### src/rtl/wb_regfile_pkg.sv
// Shared write-back definitions: datapath sizing, control-bundle bit positions
// and the write-back source select used by the pipeline and the regfile.
package wb_regfile_pkg;

    localparam int DATA_W = 16;
    localparam int ADDR_W = 3;

    localparam int CTL_REG_WRITE  = 0;
    localparam int CTL_MEM_TO_REG = 1;
    localparam int CTL_OUT_WRITE  = 2;

    typedef logic [2:0] wb_ctl_t;

    function automatic logic [DATA_W-1:0] wb_select(
        input wb_ctl_t           ctl,
        input logic [DATA_W-1:0] alu_data,
        input logic [DATA_W-1:0] mem_data
    );
        logic [DATA_W-1:0] sel;
        if (ctl[CTL_MEM_TO_REG]) begin
            sel = mem_data;
        end else begin
            sel = alu_data;
        end
        return sel;
    endfunction

endpackage

### src/rtl/wb_regfile_if.sv
// Bundle and read-port signals between the MEM/WB buffer, decode stage and
// the write-back register file.
interface wb_regfile_if
    import wb_regfile_pkg::*;
#(
    parameter int DW = DATA_W,
    parameter int AW = ADDR_W
);
    wb_ctl_t         controlSignals_in;
    logic [DW-1:0]   alu_data_in;
    logic [DW-1:0]   mem_data_in;
    logic [AW-1:0]   write_add_in;
    logic [AW-1:0]   read_add1;
    logic [AW-1:0]   read_add2;
    logic [DW-1:0]   read_data1;
    logic [DW-1:0]   read_data2;
    logic [DW-1:0]   wb_data_out;
    logic            wb_valid_out;
    logic [DW-1:0]   out_port;
    logic [15:0]     retired_count;

    modport master (
        output controlSignals_in, alu_data_in, mem_data_in, write_add_in,
               read_add1, read_add2,
        input  read_data1, read_data2, wb_data_out, wb_valid_out,
               out_port, retired_count
    );

    modport slave (
        input  controlSignals_in, alu_data_in, mem_data_in, write_add_in,
               read_add1, read_add2,
        output read_data1, read_data2, wb_data_out, wb_valid_out,
               out_port, retired_count
    );
endinterface

### src/rtl/wb_regfile_regfile_core.sv
// Architectural register array: one synchronous write port and two
// combinational read ports that forward the in-flight write value.
module regfile_core #(
    parameter int DATA_W = 16,
    parameter int ADDR_W = 3
) (
    input  logic              clk,
    input  logic              rst,
    input  logic              we_i,
    input  logic [ADDR_W-1:0] waddr_i,
    input  logic [DATA_W-1:0] wdata_i,
    input  logic [ADDR_W-1:0] raddr1_i,
    input  logic [ADDR_W-1:0] raddr2_i,
    output logic [DATA_W-1:0] rdata1_o,
    output logic [DATA_W-1:0] rdata2_o
);
    localparam int NREGS = 1 << ADDR_W;

    logic [DATA_W-1:0] regs_q [NREGS];
    logic [DATA_W-1:0] regs_d [NREGS];

    // Next array contents: only the addressed entry changes on a write.
    always_comb begin
        regs_d = regs_q;
        if (we_i) begin
            regs_d[waddr_i] = wdata_i;
        end else begin
            regs_d = regs_q;
        end
    end

    // Array storage with synchronous clear.
    always_ff @(posedge clk) begin
        if (rst) begin
            regs_q <= '{default: '0};
        end else begin
            regs_q <= regs_d;
        end
    end

    // Read ports; we_i is already gated by reset, so bypass drops out in reset.
    always_comb begin
        if (we_i && (raddr1_i == waddr_i)) begin
            rdata1_o = wdata_i;
        end else begin
            rdata1_o = regs_q[raddr1_i];
        end
        if (we_i && (raddr2_i == waddr_i)) begin
            rdata2_o = wdata_i;
        end else begin
            rdata2_o = regs_q[raddr2_i];
        end
    end
endmodule

### src/rtl/wb_regfile.sv
// Write-back stage: picks the commit value, updates the register file,
// the output port and the retired-bundle counter.
module wb_regfile
    import wb_regfile_pkg::*;
(
    input  logic          clk,
    input  logic          rst,
    wb_regfile_if.slave   bus
);
    wb_ctl_t           ctl_s;
    logic [DATA_W-1:0] wb_data_s;
    logic              reg_write_s;
    logic              retire_s;
    logic [DATA_W-1:0] out_port_q;
    logic [DATA_W-1:0] out_port_d;
    logic [15:0]       retired_count_q;
    logic [15:0]       retired_count_d;

    assign ctl_s       = bus.controlSignals_in;
    assign wb_data_s   = wb_select(ctl_s, bus.alu_data_in, bus.mem_data_in);
    assign reg_write_s = ctl_s[CTL_REG_WRITE] & ~rst;
    assign retire_s    = ctl_s[CTL_REG_WRITE] | ctl_s[CTL_OUT_WRITE];

    regfile_core #(
        .DATA_W (DATA_W),
        .ADDR_W (ADDR_W)
    ) u_core (
        .clk      (clk),
        .rst      (rst),
        .we_i     (reg_write_s),
        .waddr_i  (bus.write_add_in),
        .wdata_i  (wb_data_s),
        .raddr1_i (bus.read_add1),
        .raddr2_i (bus.read_add2),
        .rdata1_o (bus.read_data1),
        .rdata2_o (bus.read_data2)
    );

    // Next output-port value and retired count; a mem_to_reg-only bundle does not retire.
    always_comb begin
        out_port_d      = out_port_q;
        retired_count_d = retired_count_q;
        if (ctl_s[CTL_OUT_WRITE]) begin
            out_port_d = wb_data_s;
        end else begin
            out_port_d = out_port_q;
        end
        if (retire_s) begin
            retired_count_d = retired_count_q + 16'd1;
        end else begin
            retired_count_d = retired_count_q;
        end
    end

    // Output port and counter registers; reset wins over a same-cycle bundle.
    always_ff @(posedge clk) begin
        if (rst) begin
            out_port_q      <= '0;
            retired_count_q <= 16'd0;
        end else begin
            out_port_q      <= out_port_d;
            retired_count_q <= retired_count_d;
        end
    end

    assign bus.wb_data_out   = wb_data_s;
    assign bus.wb_valid_out  = reg_write_s;
    assign bus.out_port      = out_port_q;
    assign bus.retired_count = retired_count_q;
endmodule

### src/flat_wrapper.sv
// flat-port wrapper written by rule: the top's interface ports become plain ports
module wb_regfile_flat import wb_regfile_pkg::*;
  (clk, rst, bus_controlSignals_in, bus_alu_data_in, bus_mem_data_in, bus_write_add_in, bus_read_add1, bus_read_add2, bus_read_data1, bus_read_data2, bus_wb_data_out, bus_wb_valid_out, bus_out_port, bus_retired_count);
  wb_regfile_if bus_i ();
  input  logic clk;
  input  logic rst;
  input wire logic [$bits(bus_i.controlSignals_in)-1:0] bus_controlSignals_in;
  input wire logic [$bits(bus_i.alu_data_in)-1:0] bus_alu_data_in;
  input wire logic [$bits(bus_i.mem_data_in)-1:0] bus_mem_data_in;
  input wire logic [$bits(bus_i.write_add_in)-1:0] bus_write_add_in;
  input wire logic [$bits(bus_i.read_add1)-1:0] bus_read_add1;
  input wire logic [$bits(bus_i.read_add2)-1:0] bus_read_add2;
  output wire logic [$bits(bus_i.read_data1)-1:0] bus_read_data1;
  output wire logic [$bits(bus_i.read_data2)-1:0] bus_read_data2;
  output wire logic [$bits(bus_i.wb_data_out)-1:0] bus_wb_data_out;
  output wire logic [$bits(bus_i.wb_valid_out)-1:0] bus_wb_valid_out;
  output wire logic [$bits(bus_i.out_port)-1:0] bus_out_port;
  output wire logic [$bits(bus_i.retired_count)-1:0] bus_retired_count;
  assign bus_i.controlSignals_in = bus_controlSignals_in;
  assign bus_i.alu_data_in = bus_alu_data_in;
  assign bus_i.mem_data_in = bus_mem_data_in;
  assign bus_i.write_add_in = bus_write_add_in;
  assign bus_i.read_add1 = bus_read_add1;
  assign bus_i.read_add2 = bus_read_add2;
  assign bus_read_data1 = bus_i.read_data1;
  assign bus_read_data2 = bus_i.read_data2;
  assign bus_wb_data_out = bus_i.wb_data_out;
  assign bus_wb_valid_out = bus_i.wb_valid_out;
  assign bus_out_port = bus_i.out_port;
  assign bus_retired_count = bus_i.retired_count;
  wb_regfile u_core (.clk(clk), .rst(rst), .bus(bus_i));
endmodule
### config.mk
export PLATFORM = sky130hd
export DESIGN_NAME = wb_regfile_flat
export DESIGN_NICKNAME = d
export VERILOG_FILES = /design/src/rtl/wb_regfile_pkg.sv /design/src/rtl/wb_regfile_if.sv /design/src/rtl/wb_regfile_regfile_core.sv /design/src/rtl/wb_regfile.sv /design/src/flat_wrapper.sv
export SDC_FILE = /design/constraint.sdc
export NUM_CORES = 1
export LEC_CHECK = 0
export ABC_AREA = 1
export BUFFER_PORTS_ARGS = -buffer_cell sky130_fd_sc_hd__buf_4
export CORE_UTILIZATION = 55
export CTS_CLUSTER_DIAMETER = 200
export DETAILED_ROUTE_END_ITERATION = 7
export MAX_ROUTING_LAYER = met4
export PLACE_DENSITY_LB_ADDON = 0.05
export SYNTH_ARGS = -nofsm -noshare
export SYNTH_HDL_FRONTEND = slang
export SYNTH_HIERARCHICAL = 1
export SYNTH_SLANG_ARGS = --single-unit
### constraint.sdc
create_clock -name clk -period 2.3 [get_ports clk]
set_clock_uncertainty 0.15 [all_clocks]
set_input_delay 0.115 -clock clk [delete_from_list [all_inputs] [get_ports clk]]
set_output_delay 0.115 -clock clk [all_outputs]
set_load 0.02 [all_outputs]
==> impl_metrics.xml <==
<?xml version="1.0" encoding="UTF-8"?>
<metrics>
  <group name="layout">
    <metric name="area_growth" unit="%">16.79</metric>
    <metric name="final_layout_size_suffix_gt1_share" unit="%">14.93</metric>
    <metric name="layout.core_utilization" unit="%">65.51</metric>
    <metric name="stdcell_count" unit="">1747</metric>
    <metric name="final_net_count" unit="">1561</metric>
    <metric name="antenna_cells_inserted" unit="">0</metric>
  </group>
  <group name="critical_path">
    <metric name="slowest_cp_cell" unit="">buf_4</metric>
    <metric name="number_of_stages_on_the_worst_setup_path" unit="">8</metric>
    <metric name="endpoint_kind" unit="">output pin</metric>
    <metric name="buffers_inverters_on_critical_path" unit="">3</metric>
    <metric name="worst_r2r_startpoint" unit="">u_core/bus.retired_count[0]</metric>
    <metric name="r2r_setup_slack" unit="ns">0.72</metric>
    <metric name="crit_arrival" unit="ns">1.64</metric>
    <metric name="r2r-end" unit="">u_core/bus.retired_count[8]</metric>
    <metric name="cp_max_fo" unit="">64</metric>
    <metric name="setup.worst_path.start_class" unit="">input pin</metric>
    <metric name="critical_path_s_top_delay_family" unit="">buffers and inverters</metric>
    <metric name="r2r_cells" unit="">7</metric>
    <metric name="required_time_at_the_worst_slack_endpoint" unit="ns">2.04</metric>
    <metric name="critical-path-max-stage-delay" unit="ns">0.60</metric>
    <metric name="crit_type" unit="">in2out</metric>
    <metric name="timing.critical_path.cells" unit="">buf_4 -&gt; buf_4 -&gt; nand2_1 -&gt; nand3_1 -&gt; nand3_1 -&gt; nand3_1 -&gt; nand2_1 -&gt; buf_4</metric>
  </group>
  <group name="outcome">
    <metric name="status" unit="">finished, final reports clean</metric>
  </group>
  <group name="clock_tree">
    <metric name="insertion_delay" unit="ns">0.43</metric>
    <metric name="cts_hold_buffers" unit="">1</metric>
    <metric name="number_of_buffers_inserted_by_post_cts_setup_repair" unit="">0</metric>
    <metric name="cts_inserted_buffers" unit="">17</metric>
    <metric name="cts.clk_slew.worst_paths" unit="ns">0.06</metric>
    <metric name="cts_htree_levels" unit="">4</metric>
    <metric name="cts_buffer_depth" unit="">2</metric>
    <metric name="cts.root.buffer_cell" unit="">clkbuf_16</metric>
    <metric name="tritoncts" unit="">done</metric>
    <metric name="cts.repair.resized" unit="">0</metric>
    <metric name="clock_sinks" unit="">160</metric>
  </group>
  <group name="min_path">
    <metric name="timing.hold.worst_path_depth" unit="">4</metric>
    <metric name="hold_path.startpoint" unit="">bus_mem_data_in[4]</metric>
    <metric name="path_category_of_the_worst_min_delay_check" unit="">in2reg</metric>
    <metric name="worst_hold_path.endpoint" unit="">u_core/bus.out_port[4]</metric>
  </group>
  <group name="synth">
    <metric name="synth.largest_area_cell" unit="">dfxtp_1</metric>
    <metric name="synth-edff-count" unit="">0</metric>
    <metric name="synth-main-ff-cell" unit="">dfxtp_1</metric>
    <metric name="seq_area_frac_synth" unit="%">34.56</metric>
    <metric name="synth.ff_latch_count" unit="">160</metric>
    <metric name="synthDominantCellAreaShare" unit="%">34.56</metric>
    <metric name="synth_warnings" unit="">6</metric>
    <metric name="mappedNetlistArea" unit="µm²">9269</metric>
    <metric name="yosys-top-cells-area" unit="">dfxtp_1, nand2_1, nand3_1</metric>
    <metric name="syn-instance-count" unit="">1446</metric>
    <metric name="most_instantiated_cells_after_synthesis" unit="">nand2_1, nand3_1, nor2_1</metric>
    <metric name="syn-num-nets" unit="">1493</metric>
    <metric name="share_of_flip_flops_with_an_asynchronous_set_or_reset" unit="%">0</metric>
    <metric name="post_synth.cell_area_avg" unit="µm²">6.410</metric>
    <metric name="synth.lib_cells_used.distinct" unit="">30</metric>
    <metric name="synth_most_common_cell" unit="">nand2_1</metric>
  </group>
  <group name="timing">
    <metric name="maxSlewViolCount" unit="">0</metric>
    <metric name="setup_violations" unit="">0</metric>
    <metric name="worst-slew-pin-transition" unit="ns">0.7784</metric>
    <metric name="period_minus_slack" unit="ns">1.906</metric>
    <metric name="grt_setup_unrepaired" unit="">false</metric>
    <metric name="final_cycle_share" unit="%">82.85</metric>
    <metric name="clock.fmax" unit="MHz">524.8</metric>
    <metric name="max-slew-margin-rel" unit="%">48.11</metric>
    <metric name="fin_setup_tns" unit="ns">0</metric>
    <metric name="final_hold_viol_count" unit="">0</metric>
    <metric name="worst_hold_slack" unit="ns">0.01711</metric>
  </group>
  <group name="place">
    <metric name="port_buffers" unit="">126</metric>
    <metric name="detailedPlacementHpwl" unit="µm">19820</metric>
    <metric name="placed_cells" unit="">1714</metric>
    <metric name="place.gp.congestion" unit="">0.9458</metric>
  </group>
  <group name="power">
    <metric name="power_report.internal_total" unit="W">0.005040</metric>
    <metric name="power.share.clock" unit="%">40.6</metric>
    <metric name="worst_ir_drop_vdd" unit="µV">701.0</metric>
    <metric name="power.share.sequential" unit="%">40.4</metric>
    <metric name="power.density_cell_area" unit="nW/µm²">657.4</metric>
    <metric name="cellLeakagePower" unit="nW">5.219</metric>
    <metric name="p_sw" unit="W">0.002077</metric>
    <metric name="p_sw_share" unit="%">29.18</metric>
    <metric name="power" unit="W">0.007116</metric>
    <metric name="power_frac_comb" unit="%">19.0</metric>
  </group>
  <group name="floorplanning">
    <metric name="initial_utilization" unit="%">56.09</metric>
    <metric name="die_width" unit="µm">131.8</metric>
    <metric name="die_height" unit="µm">131.8</metric>
    <metric name="boundaryPins" unit="">127</metric>
    <metric name="std_cell_rows" unit="">47</metric>
    <metric name="fp.dieArea" unit="µm²">17380</metric>
    <metric name="floorplan.core_area" unit="µm²">16520</metric>
  </group>
  <group name="grt">
    <metric name="globalRoute.totalOverflow" unit="">0</metric>
    <metric name="vias_in_the_first_global_route" unit="">8767</metric>
    <metric name="grt_max_degree" unit="">151</metric>
    <metric name="track_usage" unit="%">36.05</metric>
    <metric name="wire_length_of_the_first_global_routing_pass" unit="µm">47820</metric>
    <metric name="antenna_found_initial" unit="">0</metric>
  </group>
  <group name="route">
    <metric name="first_pass_iters" unit="">6</metric>
    <metric name="routed-via-count" unit="">9875</metric>
    <metric name="post_drt_via_cell_ratio" unit="">5.653</metric>
    <metric name="drt_drc_violations_left" unit="">0</metric>
    <metric name="initialDrtViolationCount" unit="">1222</metric>
    <metric name="post_drt_wl_per_cell" unit="µm">17.50</metric>
    <metric name="wl" unit="µm">30570</metric>
    <metric name="ant_nets" unit="">0</metric>
  </group>
  <group name="run">
    <metric name="maxCapViolations" unit="">0</metric>
  </group>
</metrics>
-- registers in the layout, indices dropped and copies added, names as in the netlist --
| name | flops |
|---|---|
| u_core/bus.out_port | 16 |
| u_core/u_core/regs_q | 128 |
| u_core/bus.retired_count | 16 |
-- worst min-delay path: cells and delay by family --
| kind | cells | cell delay [ns] |
|---|---|---|
| mux | 1 | 0.25 |
| buf+inv | 2 | 0.12 |
| compound gates | 1 | 0.08 |
-- cell usage in the layout, fill, tap and decap left out, types with 8 or more instances in the layout --
cell / count
a211oi_1: 129
buf_4: 159
clkbuf_16: 17
dfxtp_1: 160
inv_1: 168
inv_2: 8
mux2_4: 10
nand2_1: 373
nand3_1: 229
nor2_1: 192
o21ai_0: 12
o21ai_1: 10
-- cell families after synthesis --
group | Yosys count | synth area share, %
adder cells (fa/ha/maj) | 1 | 0.1350
AO/OA/AOI/OAI | 160 | 12.18
flip-flops | 160 | 34.56
multiplexers | 16 | 2.349
AND/OR/NAND/NOR | 818 | 37.38
buffers and inverters | 291 | 13.40
-- power by group through the flow --
| stage | registers [W] | logic (W) | clock network (W) |
|---|---|---|---|
| finish | 0.00287 | 0.00135 | 0.00289 |
| global route | 0.00288 | 0.00144 | 0.00303 |
| CTS | 0.00287 | 0.00132 | 0.00291 |
| detailed placement | 0.00294 | 0.00132 | 0 |
| global placement | 0.00293 | 0.00131 | 0 |
| floorplan | 0.00296 | 0.000806 | 0 |
-- final cells by class --
class / instances / area, µm²
clock inverters: 10 / 136.4
repair buffers: 163 / 1264
fillers: 1538 / 5699
multi-input cells: 995 / 4823
inverters: 177 / 669.4
well taps: 220 / 275.3
flip-flops and latches: 160 / 3203
clock buffers: 22 / 454.2
-- metrics by stage --
step                      cell area [µm²]  setup WS (ns)
after detailed placement            10220         0.4778
after floorplan                      9269         0.6028
after global placement              10220         0.5055
after global routing                10830         0.3540
after CTS                           10830         0.4703
final                               10830         0.3945
-- per-layer routing --
metal,vias up,wire length (µm),GRT usage [%]
li1,4792,-,-
met1,4395,12260,46.68
met2,592,13620,54.20
met3,96,3500,8.074
met4,0,1190,14.86
met5,-,0,-
-- worst max path at each step --
stage                     start            endpoint  slack [ns]
6_report       bus_read_add2[0]   bus_read_data2[5]        0.39
5_1_grt        bus_read_add2[0]   bus_read_data2[6]        0.35
4_1_cts        bus_read_add2[0]   bus_read_data2[6]        0.47
3_5_place_dp   bus_read_add2[0]   bus_read_data2[6]        0.48
3_3_place_gp   bus_read_add2[0]   bus_read_data2[5]        0.51
2_1_floorplan               rst  bus_read_data1[14]        0.60
(Power assumes the default switching activity.)
